[src/rtl/sparse_result_collector_pkg.sv]
// Shared definitions for the sparse result collector: FSM encoding, default sizes, window helpers.
// No logic; no latency or backpressure.
package sparse_result_collector_pkg;

    localparam int ACC_W_DEF  = 32;
    localparam int N_COLS_DEF = 4;
    localparam int K_LEN_DEF  = 8;
    localparam int CNT_W_DEF  = 16;

    localparam int CAP_LEN     = K_LEN_DEF + N_COLS_DEF - 1;
    localparam int TOTAL_SLOTS = K_LEN_DEF * N_COLS_DEF;

    typedef enum logic [1:0] {
        ST_IDLE    = 2'd0,
        ST_CAPTURE = 2'd1,
        ST_DRAIN   = 2'd2
    } state_t;

    function automatic int cap_len(input int k_len, input int n_cols);
        return k_len + n_cols - 1;
    endfunction

    function automatic int total_slots(input int k_len, input int n_cols);
        return k_len * n_cols;
    endfunction

endpackage

[src/rtl/sparse_result_collector_mac.sv]
// sparse_mac_counter: windowed popcount of bottom-row valid_op flags, accumulated per tile.
// Counts are published one cycle after the final beat is accepted; no handshake of its own.
module sparse_mac_counter
    import sparse_result_collector_pkg::*;
#(
    parameter int N_COLS = N_COLS_DEF,
    parameter int K_LEN  = K_LEN_DEF,
    parameter int CNT_W  = CNT_W_DEF,
    parameter int CYC_W  = 4
) (
    input  logic              clk,
    input  logic              rst,
    input  logic              clear,
    input  logic              en,
    input  logic [CYC_W-1:0]  cyc,
    input  logic [N_COLS-1:0] valid_op,
    input  logic              load,
    output logic [CNT_W-1:0]  mac_count,
    output logic [CNT_W-1:0]  skip_count
);

    localparam int TOTAL = total_slots(K_LEN, N_COLS);

    logic [CNT_W-1:0] acc;
    logic [CNT_W-1:0] inc;

    // Column j is still reducing while j <= cyc <= K_LEN-1+j.
    always_comb begin
        inc = '0;
        for (int j = 0; j < N_COLS; j++) begin
            if (valid_op[j] && (int'(cyc) >= j) && (int'(cyc) <= K_LEN - 1 + j))
                inc = inc + CNT_W'(1);
        end
    end

    always_ff @(posedge clk) begin
        if (rst) begin
            acc        <= '0;
            mac_count  <= '0;
            skip_count <= '0;
        end else begin
            if (clear)
                acc <= '0;
            else if (en)
                acc <= acc + inc;
            if (load) begin
                mac_count  <= acc;
                skip_count <= CNT_W'(TOTAL) - acc;
            end
        end
    end

endmodule

[src/rtl/sparse_result_collector.sv]
// Drains the bottom PE row: skewed per-column capture, then one column per valid/ready beat.
// First beat K_LEN+N_COLS cycles after start; beats hold under !out_ready. SPARSE_STATS_EN adds MAC stats.
module sparse_result_collector
    import sparse_result_collector_pkg::*;
#(
    parameter int N_COLS = N_COLS_DEF,
    parameter int ACC_W  = ACC_W_DEF,
    parameter int K_LEN  = K_LEN_DEF,
    parameter int CNT_W  = CNT_W_DEF,
    localparam int IDX_W = (N_COLS > 1) ? $clog2(N_COLS) : 1
) (
    input  logic                    clk,
    input  logic                    rst,
    input  logic                    start,
    input  logic [N_COLS*ACC_W-1:0] col_acc,
    input  logic [N_COLS-1:0]       col_valid_op,
    output logic                    out_valid,
    input  logic                    out_ready,
    output logic [ACC_W-1:0]        out_data,
    output logic [IDX_W-1:0]        out_col,
    output logic                    out_last,
    output logic                    busy,
    output logic                    tile_done,
    output logic [CNT_W-1:0]        mac_count,
    output logic [CNT_W-1:0]        skip_count
);

    localparam int CAPL  = cap_len(K_LEN, N_COLS);
    localparam int CYC_W = $clog2(CAPL + 1);

    state_t           state, state_nx;
    logic [CYC_W-1:0] cyc;
    logic [IDX_W-1:0] idx;
    logic [ACC_W-1:0] res_buf [N_COLS];
    logic             start_ok, cap_end, fire, last_beat;

    always_comb begin
        state_nx  = state;
        start_ok  = 1'b0;
        cap_end   = 1'b0;
        fire      = 1'b0;
        last_beat = (idx == IDX_W'(N_COLS - 1));
        case (state)
            ST_IDLE: begin
                if (start) begin
                    state_nx = ST_CAPTURE;
                    start_ok = 1'b1;
                end
            end
            ST_CAPTURE: begin
                if (cyc == CYC_W'(CAPL - 1)) begin
                    state_nx = ST_DRAIN;
                    cap_end  = 1'b1;
                end
            end
            ST_DRAIN: begin
                if (out_ready) begin
                    fire = 1'b1;
                    if (last_beat)
                        state_nx = ST_IDLE;
                end
            end
            default: state_nx = ST_IDLE;
        endcase
    end

    always_ff @(posedge clk) begin
        if (rst)
            state <= ST_IDLE;
        else
            state <= state_nx;
    end

    always_ff @(posedge clk) begin
        if (rst) begin
            cyc       <= '0;
            idx       <= '0;
            tile_done <= 1'b0;
            for (int j = 0; j < N_COLS; j++)
                res_buf[j] <= '0;
        end else begin
            tile_done <= fire && last_beat;
            if (start_ok)
                cyc <= '0;
            else if (state == ST_CAPTURE)
                cyc <= cyc + CYC_W'(1);
            if (cap_end)
                idx <= '0;
            else if (fire)
                idx <= last_beat ? '0 : idx + IDX_W'(1);
            // Each column is sampled on its own skewed completion edge.
            if (state == ST_CAPTURE) begin
                for (int j = 0; j < N_COLS; j++) begin
                    if (cyc == CYC_W'(K_LEN - 1 + j))
                        res_buf[j] <= col_acc[j*ACC_W +: ACC_W];
                end
            end
        end
    end

    assign out_valid = (state == ST_DRAIN);
    assign out_data  = out_valid ? res_buf[idx] : '0;
    assign out_col   = out_valid ? idx : '0;
    assign out_last  = out_valid && last_beat;
    assign busy      = (state != ST_IDLE);

`ifdef SPARSE_STATS_EN
    sparse_mac_counter #(
        .N_COLS (N_COLS),
        .K_LEN  (K_LEN),
        .CNT_W  (CNT_W),
        .CYC_W  (CYC_W)
    ) u_mac_counter (
        .clk        (clk),
        .rst        (rst),
        .clear      (start_ok),
        .en         (state == ST_CAPTURE),
        .cyc        (cyc),
        .valid_op   (col_valid_op),
        .load       (fire && last_beat),
        .mac_count  (mac_count),
        .skip_count (skip_count)
    );
`else
    logic unused_valid_op;
    assign unused_valid_op = ^col_valid_op;
    assign mac_count       = '0;
    assign skip_count      = '0;
`endif

endmodule

[config.mk]
export PLATFORM = sky130hd
export DESIGN_NAME = sparse_result_collector
export DESIGN_NICKNAME = d
export VERILOG_FILES = /design/src/rtl/sparse_result_collector_pkg.sv /design/src/rtl/sparse_result_collector_mac.sv /design/src/rtl/sparse_result_collector.sv
export SDC_FILE = /design/constraint.sdc
export NUM_CORES = 1
export LEC_CHECK = 0
export CAP_MARGIN = 20
export CORE_MARGIN = 1.5
export CORE_UTILIZATION = 45
export CTS_CLUSTER_SIZE = 30
export DETAILED_ROUTE_END_ITERATION = 10
export PLACE_DENSITY = 0.84
export SYNTH_ARGS = -nofsm -noshare
export SYNTH_HDL_FRONTEND = slang
export SYNTH_HIERARCHICAL = 1
export SYNTH_SLANG_ARGS = --single-unit
[constraint.sdc]
create_clock -name clk -period 4.95 [get_ports clk]
set_input_delay 0.99 -clock clk [delete_from_list [all_inputs] [get_ports clk]]
set_output_delay 0.99 -clock clk [all_outputs]
set_load 0.02 [all_outputs]
==> run metrics, run 1 <==
status finished clean; Pwr Density 305 nW/µm²; total track usage 20.5%; grt ovf 0; Critical R2R Capture res_buf[3][15]; CP max stage cell nor2b_2; WP buf/inv 2; setup TNS 0 ps; Die Area 15700 µm²; clk_lat worst skew 420 ps; Max Fclk 259 MHz; fin crit share 77.9%; Worst Setup End Kind primary output; reg-to-reg slack, setup 2550 ps; core area 14600 µm²; crit-path max FO 20; Layout Skew 6.80 ps; Yosys warnings 6; first-pass GRT wire length 23800 µm; crit-path leading delay family simple AND/OR/NAND/NOR gates; area share of the largest cell type after synthesis 57.1%; final worst-path setup slack 1090 ps; Synth cell types 36; Clock Tree Root clkbuf_16; I/O Buffers 169; pre-CTS setup slack 1510 ps; DRC viols 0; synthesized instance count 445; GR Layer Usage met3 5.05%; Placed Instance Area 8380 µm²; final core utilization 61.4%; worst flop-to-flop path startpoint cyc[0]; max incr delay on CP 800 ps; Max VDD drop 221 µV; postcts setup bufs 0; Die Wd 125 µm; Req. time, crit path 3960 ps; antenna violations before repair 0; height of the die 125 µm; DR WL/cell 19.1 µm; CP Launch Type flip-flop; crit path DAT 2870 ps; H-tree depth 4; Worst-Margin Slew 1050 ps; mapped cell area 6730 µm²; Antenna Nets Post-Route 0; row count 44; M2 GR Usage 34.7%; io pins 206; Resized cells post-CTS 0; M1 GR Usage 25.5%; min-delay worst type reg -> reg; TritonCTS clock tree yes; clk buf depth 2; Antenna Cells 0; hold_sp idx[1]; register area share after synthesis 60.4%; Final min period 3860 ps; RSZ-0062 raised after global routing false; Max Cap Viol 0; total clock buffers created by CTS 17; dominant cell type by area after synthesis edfxtp_1; GP Congestion 0.777; hold depth 2; Power, Total 2.73 mW; crit-path cells nor2b_2 -> buf_4 -> and2_1 -> clkdlybuf4s50_1; layout cells sized above 1 8.17%; Syn Area/Cell 15.1 µm²; relative slew slack 29.9%; Final Cell Area 8960 µm²; fin. max-slew vios 0; largest cells by area after synthesis edfxtp_1, and2_1, mux4_1, buf_4, dfxtp_1; Pre-Repair DR Iteration Count 4; mean number of vias per cell 5.13; Initial Util 46.1%; aggregate routed wire length 15400 µm; CTS Hold Bufs 0; largest net degree at the start of global routing 33; Reg2Reg Depth 5; global route hottest layer met2; vias 4143; post-DP HPWL 9900 µm; Final Hold Viols 0; vias in the first global route 4309; Nets 752; final setup fails 0; CTS sink cnt 139; Worst Setup Path Type reg -> out; Synth Register Bits 139; Leak 3.37 nW; initial DRC count 286; area grow syn2layout 33.1%; clock slew at reported path FFs 60 ps
-- worst reg2reg max path: stages (launching register included) --
cell	delay, ps
dfxtp_1	400
inv_1	90
ha_1	250
a21oi_1	230
clkinv_1	650
buf_4	490
-- layout by cell type, fill, tap and decap left out, types with 5 or more instances in the layout --
cell type,n
clkbuf_16,17
ha_1,5
conb_1,32
nand2_1,10
clkdlybuf4s50_1,169
mux4_1,29
and2_1,163
edfxtp_1,128
dfxtp_1,9
-- worst max-delay path by stage --
stage	slack (ps)	start	to	cells past startpoint
after global placement	1540	flip-flop	out_data[9]	3
after floorplan	1350	cyc[0]	res_buf[0][0]	3
final	1090	state[1]	out_last	4
after CTS	1020	flip-flop	out_data[4]	3
after detailed placement	1510	flip-flop	out_data[28]	3
after global routing	940	state[1]	out_last	4
-- power breakdown --
group | switching, mW | internal, mW
Clock | 0.486 | 0.741
Sequential | 0.0117 | 1.32
Combinational | 0.0725 | 0.107
-- cell usage after synthesis --
cell / number
o32a_1: 1
inv_1: 4
nor2_1: 3
or2_2: 1
o31ai_1: 1
and4bb_4: 1
edfxtp_1: 128
clkbuf_1: 5
and3_1: 1
and4b_1: 1
mux4_1: 29
or3_1: 2
a21oi_1: 2
nor3_1: 1
ha_1: 5
nand3_1: 3
dfxtp_1: 11
buf_1: 2
mux2i_1: 1
and3_4: 3
and2_1: 163
nand3b_1: 1
clkbuf_2: 3
o21bai_1: 1
nand2b_4: 1
a21boi_0: 2
buf_4: 33
conb_1: 1
buf_2: 1
a31oi_1: 1
nor4_4: 1
nand2_1: 12
buf_6: 13
nor2b_1: 2
a22oi_1: 2
mux4_2: 3
-- metrics by stage --
stage	hold slack [ps]	instances
after CTS	540	808
after global placement	501	776
after detailed placement	528	776
after global routing	546	808
final	532	808
after floorplan	475	476
-- area by class of cell --
cell class	instances	area, µm²
fillers	1070	5630
flip-flops and latches	139	4070
multi-input cells	276	2350
repair buffers	173	1720
clock buffers	18	429
well taps	184	230
clock inverters	14	149
inverters	4	15.0
-- kinds of logic (layout without fill, tap and decap cells) --
family	count (synthesis)	count (layout)	synth area share (%)
AND/OR/NAND/NOR	196	196	18.4
flip-flops	139	139	60.4
buffers and inverters	61	209	6.76
multiplexers	33	33	12.5
AO/OA/AOI/OAI	10	10	1.06
adder cells (fa/ha/maj)	5	5	0.929
other	1	32	0.0557
-- registers in the layout, indices dropped and copies added, names as in the netlist, named ones only --
signal and flops:
cyc 4, res_buf 128, idx 2, tile_done 1, state 2
-- per-layer routing --
metal | vias to the layer above | share of wire, %
li1 | 1883 | -
met1 | 2057 | 41
met2 | 185 | 52
met3 | 18 | 5.9
met4 | 0 | 1.4
met5 | - | 0
No activity file was read; power rests on OpenSTA's default activity.
==> run 2: changes to the inputs <==
==> constraint.sdc (replaced) <==
create_clock -name clk -period 3.9 [get_ports clk]
set_input_delay 0.78 -clock clk [delete_from_list [all_inputs] [get_ports clk]]
set_output_delay 0.78 -clock clk [all_outputs]
set_load 0.02 [all_outputs]
==> run metrics, run 2 (synthesis gave the netlist of run 1 again) <==
clk buf depth 2; layout cells sized above 1 7.81%; min-delay worst type reg -> reg; Final min period 3440 ps; max incr delay on CP 700 ps; aggregate routed wire length 14900 µm; most common cell after layout, fill and taps aside clkdlybuf4s50_1; I/O Buffers 169; crit-path cells buf_12 -> mux4_1 -> and2_1 -> clkdlybuf4s50_1; Pwr Density 392 nW/µm²; clk_lat worst skew 420 ps; core area 14600 µm²; vias in the first global route 4203; GP Congestion 0.754; grt ovf 0; WP buf/inv 2; height of the die 125 µm; total track usage 19.8%; highest-count cells in the layout ignoring fill and taps clkdlybuf4s50_1, and2_1, edfxtp_1, conb_1, mux4_1; crit path DAT 2660 ps; Antenna Nets Post-Route 0; Die Area 15700 µm²; Req. time, crit path 3120 ps; Nets 755; postcts setup bufs 0; Max Fclk 290 MHz; Antenna Cells 0; Layout Skew 6.29 ps; Die Wd 125 µm; DR WL/cell 18.4 µm; CTS Hold Bufs 0; Final Hold Viols 0; vias 4084; Max VDD drop 262 µV; largest registers res_buf: 128 flops, cyc: 4 flops; Clock Tree Root clkbuf_16; crit-path max FO 17; fin crit share 88.3%; TritonCTS clock tree yes; row count 44; io pins 206; total clock buffers created by CTS 17; fin. max-slew vios 0; Worst-Margin Slew 933 ps; Leak 3.40 nW; Max Cap Viol 0; max reg flops 128; RSZ-0062 raised after global routing false; Worst Setup Path Type reg -> out; CP Launch Type flip-flop; final core utilization 61.7%; final setup fails 0; DRC viols 0; first-pass GRT wire length 23200 µm; CP max stage cell dfxtp_2; Worst Setup End Kind primary output; Resized cells post-CTS 0; Largest Register res_buf; antenna violations before repair 0; status finished clean; largest net degree at the start of global routing 39; setup TNS 0 ps; crit-path leading delay family buffers and inverters; relative slew slack 37.8%; filler cell count 1036; area grow syn2layout 33.8%; H-tree depth 4; post-DP HPWL 9660 µm; Pre-Repair DR Iteration Count 4; clock slew at reported path FFs 50 ps; initial DRC count 258; Initial Util 46.1%; mean number of vias per cell 5.04; CTS sink cnt 139
[run 2: final timing paths]
path | start | endpoint | slack, ps | cells after the start
max | flip-flop | out_data[14] | 460 | 4
min | idx[1] | flip-flop | 510 | 2
max reg2reg | cyc[0] | res_buf[0][9] | 1530 | 4
min reg2reg | idx[1] | flip-flop | 510 | 2
[run 2: power breakdown]
| group | leakage [nW] | switching, mW | internal, mW |
|---|---|---|---|
| combinational | 1.70 | 0.0923 | 0.138 |
| sequential | 1.41 | 0.0144 | 1.67 |
| clock | 0.286 | 0.579 | 1.03 |
| total | 3.40 | 0.686 | 2.84 |
[run 2: metrics by stage]
step	setup slack (ps)	area [µm²]	hold WS, ps	cells	power (mW)
2_1_floorplan	303	6850	475	476	1.81
3_3_place_gp	876	8420	486	779	1.94
3_5_place_dp	860	8420	508	779	1.95
4_1_cts	410	9010	515	811	3.55
5_1_grt	356	9010	550	811	3.62
6_report	456	9010	512	811	3.53
[run 2: layout make-up]
cell class | instances | area (µm²) | area share [%]
Clock buffer | 24 | 472 | 5.24
Multi-Input combinational cell | 276 | 2350 | 26.1
Timing Repair Buffer | 176 | 1760 | 19.5
Sequential cell | 139 | 4070 | 45.1
Inverter | 4 | 15.0 | 0.167
Clock inverter | 8 | 116 | 1.29
Tap cell | 184 | 230 | 2.56
[run 2: routing by layer]
layer  GRT usage, %  part of all wire [%]  routed length, µm  vias up
met3           4.88                   5.8                871       16
met1           24.3                    41               6180     2022
met4           6.68                   1.3                188        0
li1               -                     -                  -     1891
met2           34.2                    51               7670      155
met5              0                     0                  0        -
[run 2: worst register-to-register path, delay by kind of cell, from the launching register on]
| family | cells | cell delay [ps] |
|---|---|---|
| DFF | 1 | 420 |
| buffers and inverters | 1 | 460 |
| and+or+nand+nor | 1 | 140 |
| AOI/OAI and AO/OA | 1 | 780 |
| adders and majority gates | 1 | 220 |
